`src/rtl/step_ctrl_pkg.sv`:
```
// Shared types and reset values for the step controller.
package step_ctrl_pkg;

  typedef enum logic [1:0] {
    IDLE        = 2'd0,
    ARM_PRESS   = 2'd1,
    PRESSED     = 2'd2,
    ARM_RELEASE = 2'd3
  } deb_state_t;

  // Power-up direction is counting up, and stepping starts enabled.
  localparam logic UP_DOWN_RST = 1'b1;
  localparam logic RUNNING_RST = 1'b1;

endpackage

```
`src/rtl/btn_debounce.sv`:
```
// Button conditioner: 2-flop synchronizer followed by a debounce FSM that
// emits one single-cycle press pulse per accepted press.
module btn_debounce
  import step_ctrl_pkg::*;
#(
  parameter int DEBOUNCE_CYC = 250000
) (
  input  logic clk,
  input  logic rstn,
  input  logic btn_n,
  output logic press
);

  localparam int CW = $clog2(DEBOUNCE_CYC);
  localparam logic [CW-1:0] CNT_LAST = CW'(DEBOUNCE_CYC - 1);

  logic          sync_p0;
  logic          sync_p1;
  deb_state_t    state;
  logic [CW-1:0] cnt;

  // Two-stage synchronizer; resets to the released (high) level.
  always_ff @(posedge clk) begin
    if (!rstn) begin
      sync_p0 <= 1'b1;
      sync_p1 <= 1'b1;
    end else begin
      sync_p0 <= btn_n;
      sync_p1 <= sync_p0;
    end
  end

  // --- synchronized level (sync_p1) feeds the debounce FSM ---

  // Debounce FSM: counter clears on every state entry, press pulse is registered.
  always_ff @(posedge clk) begin
    if (!rstn) begin
      state <= IDLE;
      cnt   <= '0;
      press <= 1'b0;
    end else begin
      press <= 1'b0;
      case (state)
        IDLE: begin
          cnt <= '0;
          if (!sync_p1) state <= ARM_PRESS;
        end
        ARM_PRESS: begin
          if (sync_p1) begin
            state <= IDLE;
            cnt   <= '0;
          end else if (cnt == CNT_LAST) begin
            state <= PRESSED;
            cnt   <= '0;
            press <= 1'b1;
          end else begin
            cnt <= cnt + 1'b1;
          end
        end
        PRESSED: begin
          cnt <= '0;
          if (sync_p1) state <= ARM_RELEASE;
        end
        ARM_RELEASE: begin
          if (!sync_p1) begin
            state <= PRESSED;
            cnt   <= '0;
          end else if (cnt == CNT_LAST) begin
            state <= IDLE;
            cnt   <= '0;
          end else begin
            cnt <= cnt + 1'b1;
          end
        end
        default: begin
          state <= IDLE;
          cnt   <= '0;
        end
      endcase
    end
  end

endmodule

```
`src/rtl/step_ctrl.sv`:
```
// Step controller: two debounced buttons toggle count direction and
// run/pause; while running a prescaler emits one step pulse per TICK_CYC.
module step_ctrl
  import step_ctrl_pkg::*;
#(
  parameter int DEBOUNCE_CYC = 250000,
  parameter int TICK_CYC     = 6000000
) (
  input  logic clk,
  input  logic rstn,
  input  logic btn_dir_n,
  input  logic btn_run_n,
  output logic up_down,
  output logic step,
  output logic running
);

  localparam int PW = $clog2(TICK_CYC);
  localparam logic [PW-1:0] PRESC_LAST = PW'(TICK_CYC - 1);

  logic          dir_press;
  logic          run_press;
  logic [PW-1:0] presc;
  logic          presc_last;

  btn_debounce #(
    .DEBOUNCE_CYC (DEBOUNCE_CYC)
  ) u_dir (
    .clk   (clk),
    .rstn  (rstn),
    .btn_n (btn_dir_n),
    .press (dir_press)
  );

  btn_debounce #(
    .DEBOUNCE_CYC (DEBOUNCE_CYC)
  ) u_run (
    .clk   (clk),
    .rstn  (rstn),
    .btn_n (btn_run_n),
    .press (run_press)
  );

  // --- press pulses feed the control registers ---

  assign presc_last = (presc == PRESC_LAST);

  // Direction/run toggles and prescaler; a pause request suppresses a coincident step.
  always_ff @(posedge clk) begin
    if (!rstn) begin
      up_down <= UP_DOWN_RST;
      running <= RUNNING_RST;
      step    <= 1'b0;
      presc   <= '0;
    end else begin
      up_down <= up_down ^ dir_press;
      running <= running ^ run_press;
      step    <= running & ~run_press & presc_last;
      if (!running) begin
        presc <= '0;
      end else if (presc_last) begin
        presc <= '0;
      end else begin
        presc <= presc + 1'b1;
      end
    end
  end

endmodule

```
`config.mk`:
```
export PLATFORM = sky130hd
export DESIGN_NAME = step_ctrl
export DESIGN_NICKNAME = d
export VERILOG_FILES = /design/src/rtl/step_ctrl_pkg.sv /design/src/rtl/btn_debounce.sv /design/src/rtl/step_ctrl.sv
export SDC_FILE = /design/constraint.sdc
export NUM_CORES = 1
export LEC_CHECK = 0
export BUFFER_PORTS_ARGS = -buffer_cell sky130_fd_sc_hd__buf_2
export CAP_MARGIN = 10
export CORE_MARGIN = 1
export CORE_UTILIZATION = 44
export DETAILED_ROUTE_END_ITERATION = 6
export GPL_TIMING_DRIVEN = 0
export PLACE_DENSITY = 0.68
export RECOVER_POWER = 50
export SLEW_MARGIN = 20
export SYNTH_ARGS = -nofsm -noshare
export SYNTH_HDL_FRONTEND = slang
export SYNTH_SLANG_ARGS = --single-unit
```
`constraint.sdc`:
```
create_clock -name clk -period 2.1 [get_ports clk]
set_clock_uncertainty 0.05 [all_clocks]
set_input_delay 0.42 -clock clk [delete_from_list [all_inputs] [get_ports clk]]
set_output_delay 0.42 -clock clk [all_outputs]
set_load 0.01 [all_outputs]
```
==> flow_metrics.tcl, run 1 <==
set metrics [dict create \
    initial_core_util_pct 45.9 \
    layout_setup_ws_ps 109 \
    mappedNetlistNets 360 \
    number_of_enable_flip_flop_cells_after_synthesis 0 \
    routed_wire_length_per_instance_um 12.7 \
    total_wire_length_um 5980 \
    post_route_cells_drive_above_1_share_pct 10.2 \
    overflow 0 \
    detailed_place.area_mm2 0.00329 \
    yosysWarnings 0 \
    worst_pin_slew_ps 402 \
    grt_max_degree 14 \
    route.antenna.remaining_nets 0 \
    areaGrowthSynthToFinish_pct 12.8 \
    setup_tns_ps 0 \
    async_reset_ff_share_pct 0 \
    path_clk_slew_ps 80 \
    layout.nets 377 \
    drc 0 \
    hold_viol_final 0 \
    fp.dieH_um 86.4 \
    tritoncts "built" \
    layout.cell_area.non_filler_mm2 0.00354 \
    syn_area_per_cell_um2 8.91 \
    cp_num_cells 5 \
    dr_total_vias 2507 \
    netlist_area_mm2 0.00314 \
    worstPathBufferInverterCount 1 \
    cts.sink_count 72 \
    rows 30 \
    criticalPathCategory "reg -> reg" \
    setup_repair_after_global_routing_missed_its_margin "no" \
    core_area_mm2 0.00683 \
    cts_buffers 9 \
    hold_path_depth 2 \
    path_cells "nand4_4 > or4_1 > buf_2 > or3_1 > a21oi_1" \
    power.static_leakage_nw 1.09 \
    synth_seq_cells 72 \
    detailedRoute.firstPassIterationCount 4 \
    die_w_um 86.4 \
    max_cap_violations 0 \
    die_area_mm2 0.00747 \
    diodes 0 \
    place.port_buffers 6 \
    number_of_antenna_violations_at_the_first_check_in_global_routing 0 \
    min_period_over_period_pct 94.8 \
    timing.max_slew.rel_slack_pct 73.2 \
    root_buffer "clkbuf_8" \
    largest_delay_share_family_worst_path "simple AND/OR/NAND/NOR gates" \
    critPathCaptureType "register" \
    first_global_vias 2356 \
    dr.first_iter.drc_count 63 \
    yosys_most_used_dff "dfxtp_1" \
    globalplace.congestion 0.840 \
    vdd_drop_max_mv 0.483 \
    timing.final.max_slew_violations 0 \
    syn_inst_count 352 \
    cts.path.max_buffers 2 \
    vias_per_cell 5.33 \
    dp_hpwl_um 4150 \
    wire_length_of_the_first_global_routing_pass_um 10200 \
    fillCellCount 686 \
    insertion_delay_ps 340 \
    required_ps 2320 \
    number_of_ports_placed_on_the_die_boundary 7 \
    post-layout-total-power_mw 2.53 \
    synth_sequential_area_ratio_pct 46.0 \
    timing.fmax_mhz 502 \
    critical-path-max-stage-delay_ps 540 \
    timing.critical_path.from_type "register" \
    slowest_stage "dfxtp_1" \
    fin_crit_ps 1990 \
    worst-endpoint-arrival_ps 2220 \
    hold_path.class "in -> reg" \
    track_usage_pct 17.4 \
    run_status "completed" \
    setup_violations 0 \
    place_ws_ps -59.8 \
    worst-r2r-cell-count 5 \
    critical_path_peak_fanout 7 \
    powerDensity_mw_per_mm2 716 \
    synthDistinctLibCells 33 \
    cts_max_level 3 \
]
per-stage QoR:
step                      cells  hold WS [ps]  util, %
after floorplan             352           336        -
after global placement      454           339     48.1
after detailed placement    454           341     48.1
after CTS                   470           181     51.3
after global routing        470           192     51.8
final                       470           200     51.8
cell usage after synthesis (2+ instances only):
cell type	number	area share [%]
a21oi_1	13	2.1
a41o_1	2	0.64
dfxtp_1	72	46
nand2b_1	7	1.4
and3_1	6	1.2
a21o_1	2	0.48
nand3_1	30	4.8
or3_1	5	1.0
nor3_1	9	1.4
nand4_1	16	3.2
xor2_1	19	5.3
nor4_1	12	2.4
clkbuf_1	3	0.36
xnor2_1	25	7.0
inv_1	9	1.1
nor2_1	52	6.2
or4_1	11	2.6
and4_1	7	2.0
buf_2	5	0.80
o31ai_1	7	1.7
o21ai_0	5	0.80
nand2_1	21	2.5
ha_1	4	1.6
registers in the layout, indices dropped and copies added, names as in the netlist, named ones only:
signal         flops
up_down            1
u_run.sync_p0      1
u_dir.sync_p1      1
presc             23
u_dir.cnt         18
u_run.cnt         18
running            1
u_dir.press        1
u_run.state        1
step               1
u_dir.state        1
u_run.sync_p1      1
u_dir.sync_p0      1
u_run.press        1
repair_timing:
item,4_1_cts,5_1_grt
hold buffers,0,0
resized for setup,3,7
setup endpoints to repair,20,41
buffers inserted,0,0
layer usage:
| metal | vias up | part of all wire, % | global-route usage [%] |
|---|---|---|---|
| met3 | 14 | 3.7 | 5.33 |
| li1 | 1289 | - | - |
| met2 | 51 | 46 | 28.4 |
| met4 | 0 | 2.0 | 7.88 |
| met1 | 1153 | 49 | 20.9 |
| met5 | - | 0 | 0 |
placed cells by master (no fill, tap or decap), types with 8 or more instances in the layout:
cell | Yosys | routed
xnor2_1 | 25 | 25
nor2_1 | 52 | 52
or4_1 | 11 | 11
nand4_1 | 16 | 16
nand3_1 | 30 | 29
a21oi_1 | 13 | 13
inv_1 | 9 | 9
nand2_1 | 21 | 21
xor2_1 | 19 | 19
clkbuf_8 | 0 | 10
nor4_1 | 12 | 8
nor3_1 | 9 | 9
dfxtp_1 | 72 | 71
area by class of cell:
| class | count | area, µm² | share of cell area [%] |
|---|---|---|---|
| clock inverter | 6 | 67.6 | 1.91 |
| clock buffer | 10 | 138 | 3.89 |
| timing repair buffer | 6 | 25.0 | 0.707 |
| buffer | 9 | 45.0 | 1.27 |
| sequential | 72 | 1440 | 40.8 |
| multi-input combinational | 262 | 1670 | 47.1 |
| tap | 96 | 120 | 3.39 |
| inverter | 9 | 33.8 | 0.955 |
path summary, 6_finish.rpt:
kind                  from             to  slack (ps)
max               presc[6]      presc[20]         110
min              btn_dir_n  u_dir.sync_p0         200
max reg2reg       presc[6]      presc[20]         110
min reg2reg  u_dir.sync_p0  u_dir.sync_p1         360
cell families (layout without fill, tap and decap cells):
kind of cell / Yosys count / after routing / share of synthesized area, %
and+or+nand+nor: 183 / 183 / 31.4
xor gates and xnor gates: 44 / 44 / 12.3
adders and majority gates: 4 / 4 / 1.60
DFF: 72 / 72 / 46.0
buffers and inverters: 18 / 40 / 2.47
AOI/OAI and AO/OA: 31 / 31 / 6.22
report_power, final:
part / internal [mW] / switching, mW / total (mW)
logic: 0.0150 / 0.0210 / 0.0359
registers: 1.37 / 0.0101 / 1.38
clock network: 0.585 / 0.530 / 1.12
Power figures use the tool's default switching activity.
==> inputs of run 2 (changes only) <==
CORE_UTILIZATION = 45   (was 44)
PLACE_DENSITY = 0.7   (was 0.68)
==> flow_metrics.tcl, run 2 (synthesized netlist as in run 1, its figures left out) <==
set metrics [dict create \
    grt_max_degree 13 \
    post-layout-total-power_mw 2.54 \
    dr.first_iter.drc_count 93 \
    areaGrowthSynthToFinish_pct 12.4 \
    regMostFlops "presc" \
    worst-endpoint-arrival_ps 2210 \
    insertion_delay_ps 340 \
    tritoncts "built" \
    path_clk_slew_ps 70 \
    dr_total_vias 2486 \
    fin_crit_ps 2030 \
    rows 30 \
    post_route_cells_drive_above_1_share_pct 9.63 \
    globalplace.congestion 0.857 \
    routed_wire_length_per_instance_um 12.9 \
    drc 0 \
    track_usage_pct 17.5 \
    cts_setup_buffers 0 \
    diodes 0 \
    first_global_vias 2310 \
    reg2reg_setup_slack_ps 70 \
    cts_buffers 9 \
    timing.max_slew.rel_slack_pct 72.1 \
    critPathCaptureType "register" \
    vias_per_cell 5.48 \
    hold_buffers 0 \
    fillCellCount 639 \
    layout_setup_ws_ps 69.5 \
    powerDensity_mw_per_mm2 721 \
    die_w_um 85.5 \
    detailedRoute.firstPassIterationCount 4 \
    core_area_mm2 0.00676 \
    vdd_drop_max_mv 0.429 \
    criticalPathCategory "reg -> reg" \
    place.port_buffers 6 \
    place_ws_ps -53.4 \
    dp_hpwl_um 3980 \
    detailed_place.area_mm2 0.00327 \
    run_status "completed" \
    number_of_ports_placed_on_the_die_boundary 7 \
    wire_length_of_the_first_global_routing_pass_um 10200 \
    hold_slack_ps 204 \
    power.static_leakage_nw 1.09 \
    critical_path_peak_fanout 10 \
    hold_viol_final 0 \
    total_wire_length_um 5860 \
    root_buffer "clkbuf_8" \
    cts_max_level 3 \
    hold_path.class "in -> reg" \
    cts.path.max_buffers 2 \
    required_ps 2280 \
    setup_violations 0 \
    min_period_over_period_pct 96.7 \
    final_cell_mix "dfxtp_1 (72), nor2_1 (52), nand3_1 (29)" \
    cts.sink_count 72 \
    timing.critical_path.from_type "register" \
    die_area_mm2 0.00731 \
    layout.cells.most_common "dfxtp_1" \
    max_cap_violations 0 \
    number_of_antenna_violations_at_the_first_check_in_global_routing 0 \
    largestRegisters "presc x23, u_dir.cnt x18, u_run.cnt x18" \
    worst_pin_slew_ps 414 \
    overflow 0 \
    timing.fmax_mhz 492 \
    layout.cell_area.non_filler_mm2 0.00352 \
    initial_core_util_pct 46.4 \
    largest_reg_flops 23 \
    fp.dieH_um 85.5 \
    timing.final.max_slew_violations 0 \
    layout.nets 377 \
    route.antenna.remaining_nets 0 \
]
==> run 2: path summary, 6_finish.rpt <==
kind | startpoint | to | depth (start not counted)
worst max register to register | u_run.cnt[10] | u_run.cnt[8] | 6
worst max-delay path | u_run.cnt[10] | u_run.cnt[8] | 6
worst min-delay path | btn_run_n | u_run.sync_p0 | 2
worst min register to register | u_run.sync_p0 | u_run.sync_p1 | 1
==> run 2: routing by layer <==
metal / routed length, µm / track usage, % / up-vias
met2: 2770 / 27.1 / 45
met4: 18 / 5.00 / 0
li1: - / - / 1287
met1: 2850 / 22.8 / 1152
met5: 0 / 0 / -
met3: 211 / 6.52 / 2
==> run 2: critical path, stage by stage (launching register included) <==
cell     delay (ps)
dfxtp_1         350
or4_1           580
nor4_2          330
a21o_1          180
buf_2           180
buf_4           200
nor2_1           60
==> run 2: area by class of cell <==
class	instances	area [µm²]	area share (%)
inverters	9	33.8	0.959
plain buffers	9	50.0	1.42
flip-flops and latches	72	1440	40.9
repair buffers	6	25.0	0.710
multi-input cells	262	1670	47.3
clock inverters	4	51.3	1.46
clock buffers	12	155	4.40
well taps	80	100	2.84
==> run 2: power breakdown <==
part,internal [mW],switching [mW],leakage (nW)
registers,1.37,0.0101,0.582
clock network,0.616,0.503,0.103
logic,0.0157,0.0215,0.408
total,2.01,0.534,1.09
==> run 2: through the flow <==
step	utilization (%)	cells	setup TNS, ps
floorplan	-	352	0
global placement	48.3	438	-279
detailed placement	48.3	438	-455
CTS	51.6	454	0
global route	52.1	454	-90.2
finish	52.1	454	0
==> run 2: what timing repair did <==
action / in CTS / in global routing
pin swaps: 0 / 0
resized for setup: 3 / 8
setup endpoints to repair: 20 / 41
